--- src/rtl/mem_access_stage.sv ---
// MEM pipeline stage: byte-addressable data memory with sized/sign-extended loads and lane stores.
// Optional debug memory dump streamer built only when MEM_DUMP_EN is defined.
module mem_access_stage #(
    parameter int unsigned NB_DATA = 32,
    parameter int unsigned NB_ADDR = 6
) (
    input  logic               i_clk,
    input  logic               i_reset,
    input  logic               i_mem_read,
    input  logic               i_mem_write,
    input  logic [2:0]         i_funct3,
    input  logic [NB_DATA-1:0] i_alu_result,
    input  logic [NB_DATA-1:0] i_write_data,
    input  logic [1:0]         i_pipeline_mode,
    input  logic               i_execute_instruct,
    input  logic               i_dump_start,
    input  logic               i_dump_ready,
    output logic [NB_DATA-1:0] o_read_data,
    output logic               o_misaligned,
    output logic [NB_DATA-1:0] o_dump_data,
    output logic               o_dump_valid,
    output logic               o_dump_last,
    output logic               o_dump_busy
);

    localparam int Depth = 2 ** NB_ADDR;

    logic [NB_DATA-1:0] mem [Depth];

    logic [NB_ADDR-1:0] word_idx;
    logic [1:0]         byte_off;
    logic [4:0]         byte_sh;
    logic [4:0]         half_sh;
    logic [NB_DATA-1:0] rd_word;
    logic [NB_DATA-1:0] wr_word;
    logic [7:0]         rd_byte;
    logic [15:0]        rd_half;
    logic               is_half;
    logic               is_word;
    logic               misaligned;
    logic               store_code;
    logic               mode_ok;
    logic               store_en;
    logic               dump_busy;
    logic               unused_addr;

    // Upper address bits beyond the memory range are ignored, so addresses wrap.
    assign word_idx    = i_alu_result[NB_ADDR+1:2];
    assign byte_off    = i_alu_result[1:0];
    assign unused_addr = ^i_alu_result[NB_DATA-1:NB_ADDR+2];
    assign byte_sh     = {byte_off, 3'b000};
    assign half_sh     = {byte_off[1], 4'b0000};

    assign rd_word = mem[word_idx];
    assign rd_byte = rd_word[byte_sh +: 8];
    assign rd_half = rd_word[half_sh +: 16];

    assign is_half    = (i_funct3[1:0] == 2'b01);
    assign is_word    = (i_funct3 == 3'b010);
    assign misaligned = (i_mem_read | i_mem_write) &
                        ((is_half & byte_off[0]) | (is_word & (byte_off != 2'b00)));
    assign o_misaligned = misaligned;

    always_comb begin
        o_read_data = '0;
        if (i_mem_read && !misaligned) begin
            case (i_funct3)
                3'b000:  o_read_data = {{(NB_DATA-8){rd_byte[7]}}, rd_byte};
                3'b001:  o_read_data = {{(NB_DATA-16){rd_half[15]}}, rd_half};
                3'b010:  o_read_data = rd_word;
                3'b100:  o_read_data = {{(NB_DATA-8){1'b0}}, rd_byte};
                3'b101:  o_read_data = {{(NB_DATA-16){1'b0}}, rd_half};
                default: o_read_data = '0;
            endcase
        end
    end

    // Merge sub-word store data into the current word so untouched lanes are preserved.
    always_comb begin
        wr_word = rd_word;
        case (i_funct3)
            3'b000:  wr_word[byte_sh +: 8] = i_write_data[7:0];
            3'b001:  wr_word[half_sh +: 16] = i_write_data[15:0];
            default: wr_word = i_write_data;
        endcase
    end

    assign store_code = (i_funct3 == 3'b000) | (i_funct3 == 3'b001) | (i_funct3 == 3'b010);
    assign mode_ok    = (i_pipeline_mode == 2'b01) |
                        ((i_pipeline_mode == 2'b11) & i_execute_instruct);
    assign store_en   = i_mem_write & ~misaligned & store_code & ~dump_busy & mode_ok;

    always_ff @(posedge i_clk or posedge i_reset) begin
        if (i_reset) begin
            for (int i = 0; i < Depth; i++) begin
                mem[i] <= '0;
            end
        end else if (store_en) begin
            mem[word_idx] <= wr_word;
        end
    end

`ifdef MEM_DUMP_EN
    typedef enum logic {StIdle, StSend} dump_state_e;

    dump_state_e        state;
    logic [NB_ADDR-1:0] dump_idx;

    always_ff @(posedge i_clk or posedge i_reset) begin
        if (i_reset) begin
            state    <= StIdle;
            dump_idx <= '0;
        end else begin
            case (state)
                StIdle: begin
                    if (i_dump_start) begin
                        state    <= StSend;
                        dump_idx <= '0;
                    end
                end
                StSend: begin
                    if (i_dump_ready) begin
                        if (&dump_idx) begin
                            state <= StIdle;
                        end else begin
                            dump_idx <= dump_idx + 1'b1;
                        end
                    end
                end
                default: state <= StIdle;
            endcase
        end
    end

    // Stores are blocked while sending, so the addressed word stays stable under backpressure.
    assign dump_busy    = (state == StSend);
    assign o_dump_busy  = dump_busy;
    assign o_dump_valid = dump_busy;
    assign o_dump_last  = dump_busy & (&dump_idx);
    assign o_dump_data  = dump_busy ? mem[dump_idx] : '0;
`else
    logic unused_dump;

    assign unused_dump  = i_dump_start ^ i_dump_ready;
    assign dump_busy    = 1'b0;
    assign o_dump_busy  = 1'b0;
    assign o_dump_valid = 1'b0;
    assign o_dump_last  = 1'b0;
    assign o_dump_data  = '0;
`endif

endmodule

--- config.mk ---
export PLATFORM = sky130hd
export DESIGN_NAME = mem_access_stage
export DESIGN_NICKNAME = d
export VERILOG_FILES = /design/src/rtl/mem_access_stage.sv
export SDC_FILE = /design/constraint.sdc
export NUM_CORES = 2
export LEC_CHECK = 0
export CORE_ASPECT_RATIO = 1.25
export CORE_MARGIN = 4
export CORE_UTILIZATION = 50
export DETAILED_ROUTE_END_ITERATION = 8
export PLACE_DENSITY_LB_ADDON = 0.08
export SLEW_MARGIN = 5
export SYNTH_ARGS = -nofsm -noshare
export SYNTH_HDL_FRONTEND = slang
export SYNTH_SLANG_ARGS = --single-unit
--- constraint.sdc ---
create_clock -name i_clk -period 136.2 [get_ports i_clk]
set_input_delay 13.62 -clock i_clk [delete_from_list [all_inputs] [get_ports i_clk]]
set_output_delay 13.62 -clock i_clk [all_outputs]
set_load 0.01 [all_outputs]
==> flow_summary.yaml <==
place:
  place_ws_ps: 102350
  numPortBuffers: 82
  place_area_mm2: 0.09335
  gp_congestion: 0.9344
  place_hpwl_um: 208100
synthesis:
  netlist_area_mm2: 0.09109
  synth_edf_count: 0
  ys_seq_area_frac: 0.5626
  synth-async-reset-ratio: 1.000
  ys_ff_latch: 2048
  synth_area_per_cell_um2: 9.712
  ys.flop_type: "dfrtp_1"
  yosys_warnings: 0
  synth_cell_type_count: 92
  synthCells: 9380
critical_path:
  cp_slowest_stage_delay_ps: 780
  cp_slowest_cell: "a21oi_1"
  critical-path-top-delay-family: "buffers and inverters"
  critPathMaxFanout: 103
  cp_common_cell: "buf_4"
  startpoint_type: "input port"
  required_ps: 122580
  crit_arrival_ps: 20600
  cp_cell_sequence: "buf_8 > buf_12 > and2_4 > buf_4 > buf_4 > buf_4 > a221oi_1 > nor2_1 > o21ai_0 > nand4_1 > a211o_1 > a2bb2oi_1 > a21oi_1 > clkdlybuf4s50_1"
  cp_num_buf_inv: 6
  path_class: "in2out"
  crit_path_end_kind: "output pin"
cts:
  numCtsBuffers: 204
  htreeDepth: 4
  clk_pin_slew_worst_paths_ps: 60
  cts_resized: 0
  ctsHoldBuffers: 0
  cts.sink_count: 2048
  post_cts_buffers: 0
  clockBufferDepth: 3
  clk_root_buffer_cell: "clkbuf_16"
  insertion_delay_ps: 870
  cts_tree: "done"
power_and_ir_drop:
  powerDensity_mw_per_mm2: 13.62
  peakVddDrop_uv: 10.01
  leakage_nw: 45.42
floorplanning:
  dieWidth_um: 389.8
  die_h_um: 485.2
  start_util: 0.5047
  dieArea_mm2: 0.1891
  ios: 144
  coreArea_mm2: 0.1805
  rows: 174
drt:
  wl_per_cell_um: 30.74
  wl_um: 354100
  drt_pass1_iterations: 9
  drt_iter0_drc: 7928
  viasPerCell: 6.471
  drcViolationCount: 0
  ant_nets: 0
  dr_total_vias: 74528
grt:
  grt_pass1_wl_um: 510100
  grt_usage: 0.3706
  grt_max_degree: 182
  grt_pass1_vias: 72036
  antenna_found_initial: 14
  grt-ovfl-total: 0
sta:
  worst_pin_slew_ps: 1646
  tns_ps: 0
  rsz0062_at_grt: "no"
  slew_violations: 2
  hold_viol_final: 0
  layout_min_cycle_time_ps: 34220
  fin_crit_sh: 0.2513
  whs_ps: 499.0
  max_freq_mhz: 29.22
  fin_ws_ps: 101980
  slew_headroom: -0.1073
  setup_viol: 0
  fin_worst_skew_ps: 37.84
cells_and_area:
  final_cell_mix: "2,159 x nor2_1, 2,060 x a21oi_1, 2,048 x dfrtp_1"
  largest_register_ffs: 2048
  final_common_cell: "nor2_1"
  fin_nets: 9050
  syn_to_final_growth_pct: 9.973
  fillers: 16043
  layout-drive-gt1-share: 0.1073
  design_area_mm2: 0.1002
  top_register: "mem"
  reg_top3: "mem: 2048 flops"
job:
  drv_cap: 1
run_status:
  violations: "max-capacitance violations, max-slew violations"
  status: "finished, violations left"
min_path:
  hp-class: "reg2reg"
## cell usage after synthesis (23+ instances only)
library cell / n / area, µm²
nand3_1: 45 / 225.2
a22o_1: 47 / 411.6
mux2i_1: 184 / 1842
a31oi_1: 25 / 156.4
a21oi_2: 61 / 534.3
dfrtp_1: 2048 / 51250
nand3b_1: 42 / 315.3
nor2_1: 2225 / 8352
buf_2: 334 / 1672
mux4_2: 23 / 518.0
a21oi_1: 2062 / 10320
o22a_1: 29 / 254.0
buf_1: 49 / 183.9
a221oi_1: 416 / 3643
clkbuf_1: 533 / 2001
o22ai_1: 111 / 694.4
mux2_2: 161 / 1813
o21ai_0: 144 / 720.7
nand2_1: 114 / 427.9
a22oi_1: 244 / 1832
nor3_1: 29 / 145.1
nand2b_1: 27 / 168.9
buf_4: 52 / 390.4
a221o_1: 31 / 310.3
## where the power goes
group / leakage [nW] / internal, mW / switching (mW)
Clock: 3.36 / 0.332 / 0.246
Combinational: 13.8 / 0.0375 / 0.0972
Sequential: 28.3 / 0.637 / 0.0147
## final cells by class
type | instances | area, µm² | area share
antenna | 5 | 12.51 | 0.0001249
clock buffer | 315 | 6178 | 0.06167
clock inverter | 59 | 643.1 | 0.006420
inverter | 10 | 57.56 | 0.0005745
multi-input combinational | 6370 | 36180 | 0.3612
sequential | 2048 | 51250 | 0.5116
tap | 2376 | 2973 | 0.02968
timing repair buffer | 335 | 2885 | 0.02880
## path summary, 6_finish.rpt
kind	start	end	slack, ps	depth (start not counted)
worst min register to register	mem[1678]	mem[1678]	500	1
worst max-delay path	i_alu_result[2]	o_read_data[2]	101980	14
worst min-delay path	mem[1678]	mem[1678]	500	1
min in group asynchronous	i_reset	mem[1555]	13360	2
max in group asynchronous	i_reset	mem[378]	118680	6
worst max register to register	mem[1764]	mem[836]	130960	8
## kinds of logic (layout without fill, tap and decap cells)
| family | count (synthesis) | after routing | synth area share |
|---|---|---|---|
| flip-flops | 2048 | 2048 | 0.5626 |
| AO/OA/AOI/OAI | 3323 | 3323 | 0.2228 |
| buffers and inverters | 996 | 719 | 0.04925 |
| multiplexers | 369 | 369 | 0.04593 |
| AND/OR/NAND/NOR | 2638 | 2638 | 0.1187 |
| other | 1 | 40 | 0.00004117 |
| adder cells (fa/ha/maj) | 5 | 5 | 0.0006868 |
## through the flow
step	cells	util	power [mW]
global placement	11139	0.5172	0.7902
floorplan	9414	-	0.7492
global route	11514	0.5550	1.407
finish	11518	0.5551	1.365
CTS	11513	0.5550	1.367
detailed placement	11139	0.5172	0.7941
## routing by layer
layer	GRT usage	up-vias	routed length, µm
met2	0.5592	3912	154900
met4	0.1826	8	21060
met3	0.09968	994	39160
met1	0.4969	37273	138900
li1	-	32341	-
met5	0	-	48
Power figures use the tool's default switching activity.
